<file path="src/rtl/booth_r4_seq_mul_pkg.sv">
// Shared types and helpers for the iterative radix-4 Booth multiplier.
//   state_e      : controller states (idle / busy / done)
//   booth_dig_e  : decoded Booth digit (0, +A, +2A, -2A, -A)
//   calc_ndig    : Booth digits needed for a DATA_WIDTH-bit operand with 2 guard bits
//   calc_iter    : compute cycles for a given digits-per-cycle
//   booth_decode : 3-bit multiplier window -> digit code
package booth_r4_seq_mul_pkg;

  typedef enum logic [1:0] {
    StIdle,
    StBusy,
    StDone
  } state_e;

  typedef enum logic [2:0] {
    DigZero,
    DigPos1,
    DigPos2,
    DigNeg2,
    DigNeg1
  } booth_dig_e;

  function automatic int unsigned calc_ndig(input int unsigned w);
    return (w + 2) / 2;
  endfunction

  function automatic int unsigned calc_iter(input int unsigned w, input int unsigned d);
    return (calc_ndig(w) + d - 1) / d;
  endfunction

  // Window is {y[2k+1], y[2k], y[2k-1]}.
  function automatic booth_dig_e booth_decode(input logic [2:0] y);
    booth_dig_e dig;
    unique case (y)
      3'b000, 3'b111: dig = DigZero;
      3'b001, 3'b010: dig = DigPos1;
      3'b011:         dig = DigPos2;
      3'b100:         dig = DigNeg2;
      default:        dig = DigNeg1;  // 101, 110
    endcase
    return dig;
  endfunction

endpackage

</file>
<file path="src/rtl/booth_r4_pp_sel.sv">
// Combinational radix-4 Booth partial-product selector.
//   i_y      : 3-bit multiplier window
//   i_en     : 0 forces a zero partial product (padding digits)
//   i_a_*    : precomputed +A, -A, +2A, -2A (IN_W bits, two's complement)
//   o_pp     : selected multiple, sign-extended to OUT_W and shifted left by SHIFT
module booth_r4_pp_sel
  import booth_r4_seq_mul_pkg::*;
#(
  parameter int unsigned IN_W  = 34,
  parameter int unsigned OUT_W = 68,
  parameter int unsigned SHIFT = 0
) (
  input  logic [2:0]       i_y,
  input  logic             i_en,
  input  logic [IN_W-1:0]  i_a_pos,
  input  logic [IN_W-1:0]  i_a_neg,
  input  logic [IN_W-1:0]  i_a2_pos,
  input  logic [IN_W-1:0]  i_a2_neg,
  output logic [OUT_W-1:0] o_pp
);

  logic [IN_W-1:0]  w_sel;
  logic [OUT_W-1:0] w_ext;

  always_comb begin
    w_sel = '0;
    if (i_en) begin
      unique case (booth_decode(i_y))
        DigPos1: w_sel = i_a_pos;
        DigPos2: w_sel = i_a2_pos;
        DigNeg2: w_sel = i_a2_neg;
        DigNeg1: w_sel = i_a_neg;
        default: w_sel = '0;
      endcase
    end
  end

  assign w_ext = {{(OUT_W - IN_W){w_sel[IN_W-1]}}, w_sel};
  assign o_pp  = w_ext << SHIFT;

endmodule

</file>
<file path="src/rtl/carry_save_adder.sv">
// 3:2 carry-save compressor.
//   i_a, i_b, i_c : addends
//   o_sum         : bitwise sum
//   o_carry       : majority carries, already shifted into their weight position
module carry_save_adder #(
  parameter int unsigned WIDTH = 8
) (
  input  logic [WIDTH-1:0] i_a,
  input  logic [WIDTH-1:0] i_b,
  input  logic [WIDTH-1:0] i_c,
  output logic [WIDTH-1:0] o_sum,
  output logic [WIDTH-1:0] o_carry
);

  logic [WIDTH-1:0] w_maj;

  assign o_sum   = i_a ^ i_b ^ i_c;
  assign w_maj   = (i_a & i_b) | (i_a & i_c) | (i_b & i_c);
  assign o_carry = {w_maj[WIDTH-2:0], 1'b0};

endmodule

</file>
<file path="src/rtl/booth_r4_seq_mul.sv">
// Iterative radix-4 Booth multiplier (MUL/MULH/MULHSU/MULHU) with valid/ready handshakes.
//   clk, rst              : clock, synchronous active-high reset
//   in_valid / in_ready   : operand handshake (ready only while idle)
//   a_i, b_i              : multiplicand, multiplier
//   a_signed_i/b_signed_i : per-operand signedness
//   flush_i               : abort the current operation
//   out_valid / out_ready : product handshake
//   prod_o                : full 2*DATA_WIDTH product
module booth_r4_seq_mul
  import booth_r4_seq_mul_pkg::*;
#(
  parameter int unsigned DATA_WIDTH     = 32,
  parameter int unsigned DIGITS_PER_CYC = 2
) (
  input  logic                    clk,
  input  logic                    rst,
  input  logic                    in_valid,
  output logic                    in_ready,
  input  logic [DATA_WIDTH-1:0]   a_i,
  input  logic [DATA_WIDTH-1:0]   b_i,
  input  logic                    a_signed_i,
  input  logic                    b_signed_i,
  input  logic                    flush_i,
  output logic                    out_valid,
  input  logic                    out_ready,
  output logic [2*DATA_WIDTH-1:0] prod_o
);

  localparam int unsigned NDIG  = calc_ndig(DATA_WIDTH);
  localparam int unsigned ITER  = calc_iter(DATA_WIDTH, DIGITS_PER_CYC);
  localparam int unsigned EW    = DATA_WIDTH + 2;      // extended operand width
  localparam int unsigned AW    = 2 * DATA_WIDTH + 4;  // accumulator width
  localparam int unsigned BW    = EW + 1;              // multiplier plus the y[-1] bit
  localparam int unsigned CNT_W = (ITER > 1) ? $clog2(ITER) : 1;

  state_e                  r_state;
  logic [CNT_W-1:0]        r_cnt;
  logic [EW-1:0]           r_a_pos, r_a_neg, r_a2_pos, r_a2_neg;
  logic [BW-1:0]           r_b;
  logic [AW-1:0]           r_acc;
  logic [2*DATA_WIDTH-1:0] r_prod;
  logic                    r_in_ready;
  logic                    r_out_valid;

  logic [EW-1:0]  w_a_ext, w_b_ext, w_a2;
  logic [15:0]    w_shamt;
  logic [AW-1:0]  w_sum;
  logic           w_dig_en [DIGITS_PER_CYC];
  logic [AW-1:0]  w_pp     [DIGITS_PER_CYC];
  logic [AW-1:0]  w_pp_sh  [DIGITS_PER_CYC];
  logic [AW-1:0]  w_csa_s  [DIGITS_PER_CYC+1];
  logic [AW-1:0]  w_csa_c  [DIGITS_PER_CYC+1];

  assign w_a_ext = {{2{a_signed_i & a_i[DATA_WIDTH-1]}}, a_i};
  assign w_b_ext = {{2{b_signed_i & b_i[DATA_WIDTH-1]}}, b_i};
  assign w_a2    = {w_a_ext[EW-2:0], 1'b0};

  // r_b is consumed from the bottom, so this cycle's first digit sits at weight 2*D*cnt.
  assign w_shamt = 16'(2 * DIGITS_PER_CYC) * 16'(r_cnt);

  assign w_csa_s[0] = r_acc;
  assign w_csa_c[0] = '0;

  for (genvar j = 0; j < int'(DIGITS_PER_CYC); j++) begin : g_dig
    // Padding digits past the top of the extended multiplier contribute nothing.
    assign w_dig_en[j] = ((32'(r_cnt) * 32'(DIGITS_PER_CYC)) + 32'(j)) < 32'(NDIG);

    booth_r4_pp_sel #(
      .IN_W (EW),
      .OUT_W(AW),
      .SHIFT(2 * j)
    ) u_pp_sel (
      .i_y     (r_b[2*j+2:2*j]),
      .i_en    (w_dig_en[j]),
      .i_a_pos (r_a_pos),
      .i_a_neg (r_a_neg),
      .i_a2_pos(r_a2_pos),
      .i_a2_neg(r_a2_neg),
      .o_pp    (w_pp[j])
    );

    assign w_pp_sh[j] = w_pp[j] << w_shamt;

    carry_save_adder #(
      .WIDTH(AW)
    ) u_csa (
      .i_a    (w_csa_s[j]),
      .i_b    (w_csa_c[j]),
      .i_c    (w_pp_sh[j]),
      .o_sum  (w_csa_s[j+1]),
      .o_carry(w_csa_c[j+1])
    );
  end

  assign w_sum = w_csa_s[DIGITS_PER_CYC] + w_csa_c[DIGITS_PER_CYC];

  always_ff @(posedge clk) begin
    if (rst) begin
      r_state     <= StIdle;
      r_cnt       <= '0;
      r_a_pos     <= '0;
      r_a_neg     <= '0;
      r_a2_pos    <= '0;
      r_a2_neg    <= '0;
      r_b         <= '0;
      r_acc       <= '0;
      r_prod      <= '0;
      r_in_ready  <= 1'b1;
      r_out_valid <= 1'b0;
    end else begin
      unique case (r_state)
        StIdle: begin
          if (in_valid && r_in_ready && !flush_i) begin
            r_a_pos    <= w_a_ext;
            r_a_neg    <= -w_a_ext;
            r_a2_pos   <= w_a2;
            r_a2_neg   <= -w_a2;
            r_b        <= {w_b_ext, 1'b0};
            r_acc      <= '0;
            r_cnt      <= '0;
            r_in_ready <= 1'b0;
            r_state    <= StBusy;
          end
        end
        StBusy: begin
          if (flush_i) begin
            r_acc      <= '0;
            r_cnt      <= '0;
            r_in_ready <= 1'b1;
            r_state    <= StIdle;
          end else begin
            r_acc <= w_sum;
            // Arithmetic shift keeps windows past the sign bit at 000/111.
            r_b   <= BW'($signed(r_b) >>> (2 * DIGITS_PER_CYC));
            r_cnt <= r_cnt + CNT_W'(1);
            if (r_cnt == CNT_W'(ITER - 1)) begin
              r_state <= StDone;
            end
          end
        end
        StDone: begin
          if (flush_i) begin
            r_acc       <= '0;
            r_out_valid <= 1'b0;
            r_in_ready  <= 1'b1;
            r_state     <= StIdle;
          end else if (!r_out_valid) begin
            // First DONE cycle registers the product; it then stays frozen until taken.
            r_prod      <= r_acc[2*DATA_WIDTH-1:0];
            r_out_valid <= 1'b1;
          end else if (out_ready) begin
            r_acc       <= '0;
            r_out_valid <= 1'b0;
            r_in_ready  <= 1'b1;
            r_state     <= StIdle;
          end
        end
        default: begin
          r_in_ready  <= 1'b1;
          r_out_valid <= 1'b0;
          r_state     <= StIdle;
        end
      endcase
    end
  end

  assign in_ready  = r_in_ready;
  assign out_valid = r_out_valid;
  assign prod_o    = r_prod;

endmodule

</file>
<file path="config.mk">
export PLATFORM = sky130hd
export DESIGN_NAME = booth_r4_seq_mul
export DESIGN_NICKNAME = d
export VERILOG_FILES = /design/src/rtl/booth_r4_seq_mul_pkg.sv /design/src/rtl/booth_r4_pp_sel.sv /design/src/rtl/carry_save_adder.sv /design/src/rtl/booth_r4_seq_mul.sv
export SDC_FILE = /design/constraint.sdc
export NUM_CORES = 1
export LEC_CHECK = 0
export BUFFER_PORTS_ARGS = -buffer_cell sky130_fd_sc_hd__buf_2
export CORE_MARGIN = 2
export CORE_UTILIZATION = 45
export DETAILED_ROUTE_END_ITERATION = 12
export MAX_ROUTING_LAYER = met4
export PLACE_DENSITY = 0.67
export REMOVE_ABC_BUFFERS = 1
export SKIP_CTS_REPAIR_TIMING = 1
export SLEW_MARGIN = 30
export SYNTH_ARGS = -nofsm -noshare
export SYNTH_HDL_FRONTEND = slang
export SYNTH_SLANG_ARGS = --single-unit
</file>
<file path="constraint.sdc">
create_clock -name clk -period 9.8 [get_ports clk]
set_input_delay 0.49 -clock clk [delete_from_list [all_inputs] [get_ports clk]]
set_output_delay 0.49 -clock clk [all_outputs]
set_load 0.03 [all_outputs]
</file>
==> results of run 1 <==
[cell families (layout without fill, tap and decap cells)]
group	Yosys count	in the layout
other	0	1
AO/OA/AOI/OAI	836	836
flip-flops	237	237
multiplexers	132	132
XOR/XNOR	89	89
buffers and inverters	280	283
AND/OR/NAND/NOR	996	996
adder cells (fa/ha/maj)	180	180
[power by group through the flow]
stage	clock network [µW]	registers, µW	logic, µW
floorplan	0	1060	281
global placement	0	1060	449
detailed placement	0	1060	455
CTS	1030	1030	457
global route	1060	1040	509
finish	998	1040	464
[placed cells by master, fill, tap and decap left out, types with 29 or more instances in the layout]
cell,Yosys,final
a22oi_1,54,54
nor3_1,39,39
a21o_1,53,53
fa_1,62,62
inv_1,68,68
mux2_2,29,29
a21oi_1,341,340
nand2_1,518,517
o21ai_0,119,119
nand3_1,47,47
ha_1,118,118
xnor2_1,57,57
dfxtp_1,237,229
buf_2,8,135
a311oi_1,31,31
xor2_1,32,32
nor2_1,272,270
mux2i_1,101,101
a211oi_1,47,46
[sequential cells by signal, summed over array words and instances, names as in the netlist]
name	flops
prod_o	64
r_state	2
r_b	35
r_a_pos	33
r_a_neg	33
r_cnt	4
out_valid	1
r_acc	64
in_ready	1
[final cells by class]
| type | instances | area share [%] |
|---|---|---|
| repair buffers | 165 | 4.18 |
| clock inverters | 10 | 0.570 |
| flip-flops and latches | 237 | 21.6 |
| inverters | 71 | 1.21 |
| well taps | 592 | 3.37 |
| diodes | 1 | 0.0114 |
| clock buffers | 37 | 3.38 |
| multi-input cells | 2233 | 65.6 |
[per-layer routing]
metal,vias up,part of all wire (%),global-route usage [%]
li1,9720,-,-
met1,9453,45,38.1
met2,728,45,44.2
met3,142,6.3,2.69
met4,0,3.9,10.6
met5,-,0,-
[stage by stage]
stage / cells / power (µW) / worst slack, ps / instance area [µm²] / util (%)
finish: 3346 / 2500 / 2110 / 22000 / 49.6
global route: 3346 / 2610 / 1780 / 22000 / 49.6
CTS: 3345 / 2520 / 2420 / 22000 / 49.6
detailed placement: 3298 / 1510 / 2470 / 21100 / 47.6
global placement: 3298 / 1500 / 2250 / 21100 / 47.6
floorplan: 2541 / 1340 / 1400 / 19400 / -
[worst max-delay path by stage]
stage | from | endpoint | slack (ps) | cells past startpoint
detailed placement | r_cnt[2] | r_acc[61] | 2470 | 20
global placement | r_cnt[2] | r_acc[61] | 2250 | 20
CTS | r_cnt[2] | r_acc[61] | 2420 | 20
floorplan | r_cnt[2] | r_acc[39] | 1400 | 22
global route | r_cnt[2] | r_acc[61] | 1780 | 20
finish | r_cnt[2] | r_acc[61] | 2110 | 20
[worst max-delay path: stages, from the launching register on]
cell and delay [ps]:
dfxtp_2 500, clkinv_1 100, buf_4 440, a21o_1 250
o211a_1 640, o311ai_1 470, mux2i_1 770, mux2i_1 390
o21ai_0 590, ha_1 360, fa_1 480, ha_1 400
a21oi_1 210, o21ai_0 150, a211oi_1 400, nand3_1 120
o31a_1 360, a21oi_1 400, o21ai_0 190, xor2_1 170
a22o_1 190
==> reports/metrics.cfg, run 1 <==
[outcome]
status = finished clean

[drt]
wl_um = 65800
vias = 20000
drc = 0
vias_per_cell = 5.99
antenna_left = 0
firstDrtPassIters = 7
routedWlPerCell_um = 19.7
drtIter0Drc = 1747

[global_route]
grt_max_degree = 97
grtUsageTotal_pct = 28.3
antenna_found_initial = 1
grt_overflow = 0
grt_pass1_wl_um = 104000
grt_pass1_vias = 18800

[floorplanning]
ios = 137
die_h_um = 216
die_area_mm2 = 0.0466
std_cell_rows = 77
dieWidth_um = 216
start_util_pct = 45.6
core_area_mm2 = 0.0443

[placed_design]
portBuffers = 136
place_congestion = 1.05
dp.final_hpwl_um = 50600

[cts]
cts_buffers = 27
clkTransAtPathRegs_ps = 60
clock_path_buffers = 3
cts_tree = yes
htreeDepth = 1
cts_root_buf = clkbuf_16
clock_latency_ps = 580
cts_sinks = 237

[critical_path]
cp-end-kind = flip-flop
worstReg2RegStart = r_cnt[2]
crit_path_max_fanout = 42
r2r_cells = 20
regToRegSetupSlack_ps = 2110
crit_arrival_ps = 8150
worstPathRequired_ps = 10270
start_kind = flip-flop
path_class = flip-flop to flip-flop
r2r_end = r_acc[61]

[synthesis]
yosysSeqAreaShare_pct = 23.5
synth_ff_type = dfxtp_1
synth_area_leader_cell = dfxtp_1
yosysUniqueCellTypes = 81
synth_top_family_by_area = compound AO/OA/AOI/OAI gates
synth.most_common_cell = nand2_1
netlist_area_mm2 = 0.0202
synth_mux_area_share_pct = 6.84
yosysTopAreaCellShare_pct = 23.5
postSynthCellCount = 2750
yosysWarningCount = 0
synth_commonest_cells = 518 x nand2_1, 341 x a21oi_1, 272 x nor2_1
synth_area_leaders = dfxtp_1 23%, nand2_1 9.6%, a21oi_1 8.4%, ha_1 7.3%, fa_1 6.1%
synthAdderAreaFrac_pct = 13.4
postSynthAreaPerCell_um2 = 7.35
synth-simple-area-share_pct = 20.9
async_flop_share_pct = 0
synth_seq_cells = 237
synthXorXnorAreaFrac_pct = 3.85
synth-compound-area-share_pct = 26.0
synth_edf_count = 0

[sta]
skew_ps = 23.3
hold_viol_final = 0
min_period_over_period_pct = 78.4
max_freq_ghz = 0.130
slew_violations = 0
period_minus_slack_ps = 7690
tightest_slew_ps = 976
setup_viol = 0
maxSlewHeadroom_pct = 34.7
grt_setup_unrepaired = no
fin_tns_setup_ps = 0
whs_ps = 172

[finish]
multi_input_area_mm2 = 0.0144
nNetsFinal = 2986
layout-drive-gt1-share_pct = 10.1
syn_to_final_growth_pct = 8.62
regArea_mm2 = 0.00475
fill_cells = 4457

[hold_path]
whs_endpoint = r_a_pos[23]
hold_path_class = input port to flip-flop
whs_path_depth = 3
hold_start = a_i[23]

[power_and_ir_drop]
p_per_area_mw_per_mm2 = 114
pwr-share-seq_pct = 41.5
power_frac_comb_pct = 18.6
p_int_uw = 1730
pwr-share-clk_pct = 39.9
p_switching_uw = 768
ir_drop_mv = 0.122
power_leakage_uw = 0.00921
netSwitchingFraction_pct = 30.8

[job]
cap_violations = 0

Note: power is estimated with default switching activity, not from simulation.
==> run 2: changes to the inputs <==
clock period = 7.6 ns   (was 9.8 ns; I/O delays follow)
==> run 2 against run 1 <==
  * Setup slack got worse by 1300 ps
  * Count of clock-buffer cells in the layout decreased by 5
  * Combinational power increased by 33%
  * Die area unchanged
  * Sequential share of layout area decreased by 0.33 points
  * Cell count increased by 0.84%
  * Critical endpoint unchanged
  * Highest routed layer unchanged
==> reports/metrics.cfg, run 2 (same netlist as run 1, synthesis figures left out) <==
[drt]
wl_um = 67000
drc = 0
drtIter0Drc = 1828
firstDrtPassIters = 8
vias = 20200
antenna_left = 0
vias_per_cell = 5.97
routedWlPerCell_um = 19.9

[sta]
hold_viol_final = 0
max_freq_ghz = 0.148
period_minus_slack_ps = 6780
slew_violations = 0
tightest_slew_ps = 886
maxSlewHeadroom_pct = 40.9
min_period_over_period_pct = 89.1
grt_setup_unrepaired = no
whs_ps = 76.9
setup_viol = 0
skew_ps = 10.7

[critical_path]
r2r_end = r_acc[61]
worstReg2RegStart = r_b[0]
cp-end-kind = flip-flop
slowest_stage = fa_1
cpMostUsedCell = a21oi_1
critPathLaunch = r_b[0]
cp_num_cells = 23
path_cells = or2_2 -> o211a_1 -> buf_4 -> nand2_1 -> nor2_1 -> a31oi_1 -> o22ai_1 -> buf_4 -> a21oi_1 -> nor2_1 -> ha_1 -> fa_1 -> ha_1 -> a21oi_1 -> o21ai_0 -> a21oi_1 -> o22ai_1 -> a41o_1 -> o31a_1 -> a21oi_1 -> o21ai_0 -> xor2_1 -> a22o_1
path_buf_inv = 2
start_kind = flip-flop
worstPathRequired_ps = 8060
regToRegSetupSlack_ps = 820
crit_family = compound AO/OA/AOI/OAI gates
slowest_delay_ps = 500
endpoint = r_acc[61]
r2r_cells = 23
path_class = flip-flop to flip-flop
crit_path_max_fanout = 16
crit_arrival_ps = 7230

[cts]
clock_latency_ps = 560
cts_root_buf = clkbuf_16
cts_buffers = 26
htreeDepth = 1
cts_tree = yes
cts_sinks = 237
clkTransAtPathRegs_ps = 60
clock_path_buffers = 3

[global_route]
grtUsageTotal_pct = 29.1
grt_pass1_vias = 19100
antenna_found_initial = 0
grt_pass1_wl_um = 107000
grt_overflow = 0
grt_max_degree = 98

[placed_design]
numPlacedInstances = 3326
portBuffers = 136
dp.final_hpwl_um = 51500
place_congestion = 1.03

[floorplanning]
die_h_um = 216
core_area_mm2 = 0.0443
die_area_mm2 = 0.0466
ios = 137
dieWidth_um = 216
start_util_pct = 45.6
std_cell_rows = 77

[job]
cap_violations = 0

[power_and_ir_drop]
power_leakage_uw = 0.00941
ir_drop_mv = 0.163
p_per_area_mw_per_mm2 = 153

[finish]
antenna_cells = 0
layout-drive-gt1-share_pct = 11.3
mostFrequentLayoutCell = nand2_1
final_cells = 3374
nNetsFinal = 3013
syn_to_final_growth_pct = 10.3
fill_cells = 4472
layout_common_cells = 517 x nand2_1, 340 x a21oi_1, 270 x nor2_1

[outcome]
status = finished clean

[hold_path]
hold_path_class = input port to flip-flop

[run 2: cell count changes in the layout (fill, tap and decap cells not counted), moves of 2 or more]
cell	previous run	this run
o311ai_0	3	5
clkbuf_8	3	5
bufinv_16	2	7
buf_4	28	56
o311ai_1	3	1
clkbuf_1	7	1
[run 2: final cells by class]
class                   count  area, µm²  area share (%)
inverters                  71        267            1.19
well taps                 592        741            3.32
multi-input cells        2233      14400            64.6
clock buffers              32        723            3.24
repair buffers            193       1130            5.05
clock inverters            16        277            1.24
flip-flops and latches    237       4750            21.3
[run 2: metrics by stage]
step	setup WS [ps]	cell area (µm²)	utilization [%]	total power [µW]	TNS, ps
after floorplan	-801	19400	-	1730	-19120
after global placement	1140	21300	48.1	1960	0
after detailed placement	1070	21300	48.1	1970	0
after CTS	1050	22300	50.3	3430	0
after global routing	588	22300	50.3	3550	0
final	825	22300	50.3	3400	0
[run 2: worst min-delay path by stage]
| stage | slack, ps | cells past startpoint | endpoint | start |
|---|---|---|---|---|
| floorplan | 430 | 2 | r_b[34] | r_b[34] |
| global placement | 440 | 2 | r_b[34] | r_b[34] |
| detailed placement | 440 | 2 | r_b[34] | r_b[34] |
| CTS | 50 | 3 | r_b[26] | b_i[25] |
| global route | 80 | 3 | r_b[26] | b_i[25] |
| finish | 80 | 3 | r_b[26] | b_i[25] |
[run 2: worst register-to-register path, stage by stage, from the launching register on]
cell and delay [ps]:
dfxtp_1 480, or2_2 410, o211a_1 430, buf_4 270
nand2_1 110, nor2_1 60, a31oi_1 340, o22ai_1 240
buf_4 240, a21oi_1 380, nor2_1 100, ha_1 330
fa_1 500, ha_1 350, a21oi_1 220, o21ai_0 210
a21oi_1 220, o22ai_1 130, a41o_1 290, o31a_1 310
a21oi_1 450, o21ai_0 230, xor2_1 180, a22o_1 180
[run 2: report_power, final]
part	internal, µW	leakage, µW	switching [µW]	total (µW)
combinational	204	0.00699	413	618
sequential	1280	0.00193	51.2	1330
clock	915	0.000492	536	1450
total	2400	0.00941	1000	3400
[run 2: layer usage]
metal  up-vias  wire, µm  part of all wire (%)  track usage, %
li1       9780         -                     -               -
met1      9520     30200                    45            38.9
met2       705     30300                    45            45.5
met3       151      3820                   5.7            2.68
met4         0      2690                   4.0            11.3
met5         -         0                     0               -
